`src/rtl/lfsr_word_buffer.sv`:
```
// lfsr_word_buffer
//   Prefetch buffer sitting directly behind a 128-bit LFSR. It drives the LFSR
//   control inputs, seeds it after reset or on request, and steps it only while
//   a FIFO slot is free. Each stepped state word is captured into a DEPTH-entry
//   FIFO and handed to the consumer over a valid/ready handshake.
//
//   Optional feature: define LFSR_LOCKUP_CHECK_EN to drop all-ones (XNOR
//   lock-up) words, raise sticky o_Lockup and reload the current seed.
//   Without the macro all-ones words pass through and o_Lockup is tied 0.
//
// Ports
//   i_Clk, i_Rst        clock, synchronous active-high reset
//   o_LFSR_Enable       LFSR i_Enable
//   o_LFSR_Seed_DV      LFSR i_Seed_DV (one-cycle pulse per seed load)
//   o_LFSR_Seed_Data    LFSR i_Seed_Data, held between seeds
//   i_LFSR_Data         LFSR state word
//   i_LFSR_Done         LFSR back at its seed
//   i_Reseed            one-cycle reseed request, seed taken from i_Seed_Data
//   i_Seed_Data         new seed
//   o_Rand_Data         FIFO head word (0 when empty)
//   o_Rand_Valid        head word valid
//   i_Rand_Ready        consumer accepts head word
//   o_Period_Wrap       sticky: LFSR returned to its seed
//   o_Lockup            sticky: all-ones word seen (macro builds only)
module lfsr_word_buffer #(
  parameter int                  NUM_BITS = 128,
  parameter int                  DEPTH    = 4,
  parameter logic [NUM_BITS-1:0] SEED     = NUM_BITS'(1)
) (
  input  logic                i_Clk,
  input  logic                i_Rst,
  output logic                o_LFSR_Enable,
  output logic                o_LFSR_Seed_DV,
  output logic [NUM_BITS-1:0] o_LFSR_Seed_Data,
  input  logic [NUM_BITS-1:0] i_LFSR_Data,
  input  logic                i_LFSR_Done,
  input  logic                i_Reseed,
  input  logic [NUM_BITS-1:0] i_Seed_Data,
  output logic [NUM_BITS-1:0] o_Rand_Data,
  output logic                o_Rand_Valid,
  input  logic                i_Rand_Ready,
  output logic                o_Period_Wrap,
  output logic                o_Lockup
);

  localparam int PTR_W = $clog2(DEPTH);
  localparam int CNT_W = $clog2(DEPTH) + 1;
  localparam logic [CNT_W:0] DEPTH_V = (CNT_W+1)'(DEPTH);

  typedef enum logic [1:0] {S_IDLE, S_SEED, S_RUN} state_t;

  state_t              state_q, state_d;
  logic [NUM_BITS-1:0] seed_q, seed_d;
  logic                step_q, step_d;
  logic                wrap_q, wrap_d;
  logic [PTR_W-1:0]    wr_ptr_q, wr_ptr_d, rd_ptr_q, rd_ptr_d;
  logic [CNT_W-1:0]    cnt_q, cnt_d;
  logic [NUM_BITS-1:0] mem_q [DEPTH];
  logic                lockup_hit, wr_en, rd_en, room;

  // A step is only allowed if the word it produces already has a slot, so
  // the in-flight capture counts as occupied. Pops this cycle are not
  // credited; stepping resumes the cycle after the pop.
  assign room = ({1'b0, cnt_q} + {{CNT_W{1'b0}}, step_q}) < DEPTH_V;

`ifdef LFSR_LOCKUP_CHECK_EN
  logic lock_q, lock_d;
  assign lockup_hit = step_q && (&i_LFSR_Data);
  assign lock_d     = i_Reseed ? 1'b0 : (lock_q | lockup_hit);
  always_ff @(posedge i_Clk) begin
    if (i_Rst) lock_q <= 1'b0;
    else       lock_q <= lock_d;
  end
  assign o_Lockup = lock_q;
`else
  assign lockup_hit = 1'b0;
  assign o_Lockup   = 1'b0;
`endif

  always_comb begin
    state_d        = state_q;
    seed_d         = seed_q;
    step_d         = 1'b0;
    wrap_d         = wrap_q;
    wr_ptr_d       = wr_ptr_q;
    rd_ptr_d       = rd_ptr_q;
    cnt_d          = cnt_q;
    o_LFSR_Enable  = 1'b0;
    o_LFSR_Seed_DV = 1'b0;

    case (state_q)
      S_IDLE: state_d = S_SEED;
      S_SEED: begin
        o_LFSR_Enable  = 1'b1;
        o_LFSR_Seed_DV = 1'b1;
        state_d        = S_RUN;
      end
      S_RUN: begin
        if (room && !i_Reseed && !lockup_hit) begin
          o_LFSR_Enable = 1'b1;
          step_d        = 1'b1;
        end
        // Locked LFSR: stop stepping and reload the seed we already hold.
        if (lockup_hit) state_d = S_SEED;
      end
      default: state_d = S_IDLE;
    endcase

    wr_en = step_q && !lockup_hit;
    rd_en = o_Rand_Valid && i_Rand_Ready;
    if (step_q && i_LFSR_Done) wrap_d = 1'b1;

    if (i_Reseed) begin
      // Flush wins over any capture or pop in the same cycle.
      state_d  = S_SEED;
      seed_d   = i_Seed_Data;
      step_d   = 1'b0;
      wrap_d   = 1'b0;
      wr_en    = 1'b0;
      rd_en    = 1'b0;
      wr_ptr_d = '0;
      rd_ptr_d = '0;
      cnt_d    = '0;
    end else begin
      if (wr_en) wr_ptr_d = wr_ptr_q + PTR_W'(1);
      if (rd_en) rd_ptr_d = rd_ptr_q + PTR_W'(1);
      case ({wr_en, rd_en})
        2'b10:   cnt_d = cnt_q + CNT_W'(1);
        2'b01:   cnt_d = cnt_q - CNT_W'(1);
        default: cnt_d = cnt_q;
      endcase
    end
  end

  always_ff @(posedge i_Clk) begin
    if (i_Rst) begin
      state_q  <= S_IDLE;
      seed_q   <= SEED;
      step_q   <= 1'b0;
      wrap_q   <= 1'b0;
      wr_ptr_q <= '0;
      rd_ptr_q <= '0;
      cnt_q    <= '0;
    end else begin
      state_q  <= state_d;
      seed_q   <= seed_d;
      step_q   <= step_d;
      wrap_q   <= wrap_d;
      wr_ptr_q <= wr_ptr_d;
      rd_ptr_q <= rd_ptr_d;
      cnt_q    <= cnt_d;
    end
  end

  // Storage carries no reset; emptiness is tracked by cnt_q alone.
  always_ff @(posedge i_Clk) begin
    if (wr_en) mem_q[wr_ptr_q] <= i_LFSR_Data;
  end

  assign o_Rand_Valid     = (cnt_q != '0);
  assign o_Rand_Data      = o_Rand_Valid ? mem_q[rd_ptr_q] : '0;
  assign o_LFSR_Seed_Data = seed_q;
  assign o_Period_Wrap    = wrap_q;

endmodule

```
`config.mk`:
```
export PLATFORM = sky130hd
export DESIGN_NAME = lfsr_word_buffer
export DESIGN_NICKNAME = d
export VERILOG_FILES = /design/src/rtl/lfsr_word_buffer.sv
export SDC_FILE = /design/constraint.sdc
export NUM_CORES = 1
export LEC_CHECK = 0
export CAP_MARGIN = 20
export CORE_MARGIN = 4
export CORE_UTILIZATION = 48
export CTS_BUF_LIST = sky130_fd_sc_hd__clkbuf_4 sky130_fd_sc_hd__clkbuf_8
export CTS_CLUSTER_SIZE = 25
export DETAILED_ROUTE_END_ITERATION = 8
export PLACE_DENSITY_LB_ADDON = 0.05
export SLEW_MARGIN = 40
export SYNTH_ARGS = -nofsm -noshare
export SYNTH_HDL_FRONTEND = slang
export SYNTH_SLANG_ARGS = --single-unit
```
`constraint.sdc`:
```
create_clock -name i_Clk -period 7.1 [get_ports i_Clk]
set_clock_uncertainty 0.05 [all_clocks]
set_input_delay 1.065 -clock i_Clk [delete_from_list [all_inputs] [get_ports i_Clk]]
set_output_delay 1.065 -clock i_Clk [all_outputs]
set_load 0.02 [all_outputs]
```
==> reports/qor.txt, run 1 <==
Status: complete, no violations
Clk buf depth: 3
Total congestion overflow: 0
Post-synthesis register bit count: 653
CTS resizes: 0
M1 WL: 23.1 mm
Total core area: 50400 um^2
Commonest non-fill, non-tap cell in the layout: clkdlybuf4s50_1
Least-Margin Pin Slew: 0.809 ns
Period utilization: 67.5%
Placed inst area: 30400 um^2
Leakage: 0.0111 uW
Inserted Clock Buffers: 103
Total routed wirelength: 60.3 mm
DR WL met2: 30.3 mm
Syn Nets: 1567
Average cell area after synthesis: 18.9 um^2
DRC violations left: 0
Final setup fails: 0
Core Util, Final: 64.6%
I/O Pins: 522
Synth Flop Type: edfxtp_1
Post-Synthesis Cells: 1297
MaxCap Viol Count: 0
Rel. slew slack: 46.1%
GRT Util Overall: 21.6%
Synth unique cells: 28
Area grow syn2layout: 32.6%
Number of I/O port buffers: 520
Sequential area share after synthesis: 74.2%
RSZ-0062 raised after global routing: false
Crit path time final: 4.79 ns
Post CTS Setup Buffer Count: 0
Metal3 WL: 5.18 mm
ANT nets after route: 0
Power density over the cells: 241 nW/um^2
Reg2reg path depth: 4
Final slew viol count: 0
Post-synth EDFFs: 512
CP endpoint kind: output pin
Cell area after layout: 32500 um^2
Die area: 54800 um^2
Largest net degree at the start of global routing: 93
Critical Path AT: 3.67 ns
First-pass GRT wire length: 87.9 mm
Latest clock arrival within the worst-skew pair: 0.65 ns
CTS tree: done
DR vias: 13.4k
# rows: 82
Chip Height: 234 um
Ys async rst share: 0%
CTS root buf: clkbuf_8
Fin cells: 2631
Vias in the first global route: 14.2k
Setup TNS: 0 ns
Maximum VDD drop: 230 uV
Layout cells sized above 1: 16.6%
HP Class: flop to flop
Initial Utilization: 48.7%
Antenna violations before repair: 11
Die width: 234 um
CP required: 5.98 ns
Hold Vio Cnt, Final: 0
Most frequent cells in the layout: clkdlybuf4s50_1, edfxtp_1, nor2_1
Cts hold-fix bufs: 0
Hold Slack: 0.432 ns
Worst setup SP type: flop
Layout Nets: 2138
Post-DP HPWL: 39.5 mm
Clk sink count: 653
Highest Signal Layer: met5
Dpl cells: 2433
DRT iter0 DRCs: 652
Synth warn: 0
Drt via density: 5.09
Maximum fanout along the worst path: 53
Fmax: 209 MHz
Netlist Area Pre-Place: 24500 um^2
RePlAce Congestion: 0.761
WL per Instance: 22.9 um
First drt pass iteration count: 4
Clock-pin slew on the worst setup and hold paths: 0.06 ns
Hold Crit Depth: 2
WS Path Type: flop to output pin
H-tree depth: 3
## worst paths after layout
check | from | endpoint | slack (ns)
setup reg to reg | step_q | mem_q[0][69] | 4.50
hold reg to reg | o_Period_Wrap | o_Period_Wrap | 0.43
hold / removal | o_Period_Wrap | o_Period_Wrap | 0.43
setup / recovery | flop | o_Rand_Data[123] | 2.31
## final cells by class
| type | instances | area, um^2 |
|---|---|---|
| fillers | 3651 | 17800 |
| diodes | 5 | 12.5 |
| clock inverters | 38 | 245 |
| repair buffers | 539 | 5500 |
| inverters | 10 | 37.5 |
| multi-input cells | 561 | 5810 |
| well taps | 672 | 841 |
| clock buffers | 153 | 1880 |
| flip-flops and latches | 653 | 18200 |
## Yosys cell counts (2+ instances only)
cell type | count | area, um^2
nor2b_1 | 2 | 12.5
edfxtp_1 | 512 | 15400
mux4_2 | 128 | 2880
nand3_1 | 2 | 10.0
or3_1 | 2 | 12.5
buf_6 | 4 | 45.0
buf_2 | 27 | 135
clkbuf_1 | 31 | 116
inv_1 | 10 | 37.5
and2_1 | 132 | 826
nor2_1 | 141 | 529
xor2_1 | 4 | 35.0
a21oi_1 | 3 | 15.0
dfxtp_1 | 141 | 2820
mux2i_1 | 129 | 1290
ha_1 | 8 | 100
buf_12 | 10 | 200
## critical path: stages, from the launching register on
cell and delay, ns:
dfxtp_4 0.74, buf_12 0.41, buf_16 0.35, mux4_2 0.57, and2_1 0.17, clkdlybuf4s50_1 0.60
## sequential cells by signal (all words and copies together), names as in the netlist, named ones only
signal            cells
o_LFSR_Seed_Data    128
step_q                1
state_q               2
rd_ptr_q              2
wr_ptr_q              2
cnt_q                 3
mem_q               512
o_Period_Wrap         1
## routing by layer
metal,vias to the layer above,global-route usage (%)
met5,-,0
li1,6126,-
met2,440,36.4
met4,14,7.74
met3,94,7.59
met1,6711,25.9
## metrics by stage
stage / setup slack, ns / power, uW
floorplan: 2.00 / 4420
global placement: 2.94 / 4700
detailed placement: 2.86 / 4710
CTS: 2.11 / 7940
global route: 2.01 / 8140
finish: 2.31 / 7840
## where the power goes
group | internal, uW | switching, uW | leakage (uW)
Sequential | 4160 | 24.5 | 0.00576
Combinational | 246 | 198 | 0.00422
Clock | 1800 | 1410 | 0.00113
## logic make-up (layout without fill, tap and decap cells)
kind of cell | Yosys count | count (layout) | share of synthesized area, %
multiplexers | 257 | 257 | 17.0
AO/OA/AOI/OAI | 9 | 9 | 0.245
other | 1 | 6 | 0.0153
XOR/XNOR | 5 | 5 | 0.178
flip-flops | 653 | 653 | 74.2
adder cells (fa/ha/maj) | 9 | 9 | 0.490
buffers and inverters | 83 | 740 | 2.21
AND/OR/NAND/NOR | 280 | 280 | 5.69
Power figures use the tool's default switching activity.
==> run 2: changes to the inputs <==
clock period = 4.4 ns   (was 7.1 ns; I/O delays follow)
==> reports/qor.txt, run 2 (synthesis results as in run 1) <==
Status: complete, no violations
Largest net degree at the start of global routing: 82
Drt via density: 5.06
ANT nets after route: 0
Area grow syn2layout: 32.7%
Top reg by flops: mem_q
Hold Vio Cnt, Final: 0
WL per Instance: 22.4 um
Post CTS Setup Buffer Count: 0
RePlAce Congestion: 0.772
Die width: 234 um
Number of I/O port buffers: 520
I/O Pins: 522
DR vias: 13.3k
Rel. slew slack: 49.5%
H-tree depth: 3
Post-DP HPWL: 37.9 mm
Final slew viol count: 0
WS Path Type: flop to output pin
Antenna violations before repair: 11
Total core area: 50400 um^2
Latest clock arrival within the worst-skew pair: 0.65 ns
First drt pass iteration count: 4
Cts hold-fix bufs: 0
CTS resizes: 0
Critical Path AT: 2.95 ns
Maximum fanout along the worst path: 43
Total routed wirelength: 59.2 mm
Commonest non-fill, non-tap cell in the layout: clkdlybuf4s50_1
HP Class: input pin to flop
CP endpoint kind: output pin
Max reg flops: 512
Least-Margin Pin Slew: 0.757 ns
RSZ-0062 raised after global routing: false
# rows: 82
Power density over the cells: 386 nW/um^2
Fmax: 273 MHz
CTS tree: done
Clk buf depth: 3
Leakage: 0.0111 uW
Setup TNS: 0 ns
Initial Utilization: 48.7%
Layout fillers: 3671
MaxCap Viol Count: 0
Chip Height: 234 um
Final setup fails: 0
Inserted Clock Buffers: 104
Die area: 54800 um^2
Maximum VDD drop: 281 uV
Final Power: 12600 uW
Most frequent cells in the layout: clkdlybuf4s50_1, edfxtp_1, nor2_1
Crit path time final: 3.66 ns
CTS root buf: clkbuf_8
GRT Util Overall: 21.4%
Total congestion overflow: 0
Vias in the first global route: 14.1k
DRC violations left: 0
CP required: 3.69 ns
First-pass GRT wire length: 87.2 mm
Clk sink count: 653
Period utilization: 83.1%
Placed inst area: 30400 um^2
Layout cells sized above 1: 16.8%
Worst setup SP type: flop
Clock-pin slew on the worst setup and hold paths: 0.06 ns
Cell area after layout: 32600 um^2
Layout Nets: 2139
DRT iter0 DRCs: 742
-- run 2: cell count changes in the layout (fill, tap and decap cells not counted), sizes merged --
cell	delta
clkbuf	+9
bufinv	-3
diode	+3
clkinv	-2
clkinvlp	-1
-- run 2: area by class of cell --
cell class	count	area (um^2)	share of cell area (%)
Sequential cell	653	18200	55.9
Inverter	10	37.5	0.115
Tap cell	672	841	2.58
Clock inverter	32	139	0.426
Timing Repair Buffer	539	5530	17.0
Multi-Input combinational cell	561	5810	17.9
Antenna cell	8	20.0	0.0615
Clock buffer	162	1980	6.08
-- run 2: power breakdown --
part / internal, uW / switching (uW)
Clock: 2850 / 2260
Sequential: 6720 / 37.2
Combinational: 400 / 315
-- run 2: routing by layer --
metal	wire, um	up-vias	track usage [%]	part of all wire, %
met5	46	-	0	0.078
met4	1270	8	6.85	2.2
met3	4910	87	6.75	8.3
met2	30100	440	35.6	51
met1	22900	6660	27.2	39
li1	-	6146	-	-
-- run 2: worst max-delay path, cell delays in order (launching register included) --
cell	delay (ns)
dfxtp_4	0.80
buf_12	0.35
mux4_2	0.34
and2_1	0.18
clkdlybuf4s50_1	0.59
-- run 2: stage by stage --
stage               hold slack, ns  util (%)  std cells  worst slack (ns)
finish                       0.282      64.6       2637             0.742
global route                 0.268      64.6       2633             0.596
CTS                          0.208      64.6       2629             0.597
detailed placement           0.427      60.4       2435              1.34
global placement             0.404      60.3       2434              1.28
floorplan                    0.434         -       1297              1.14
-- run 2: path summary, 6_finish.rpt --
kind	from	end	slack (ns)	cells past startpoint
setup / recovery	flop	o_Rand_Data[27]	0.74	4
hold / removal	i_Reseed	step_q	0.28	4
setup reg to reg	step_q	mem_q[0][68]	2.04	4
hold reg to reg	o_LFSR_Seed_Data[97]	o_LFSR_Seed_Data[97]	0.44	2
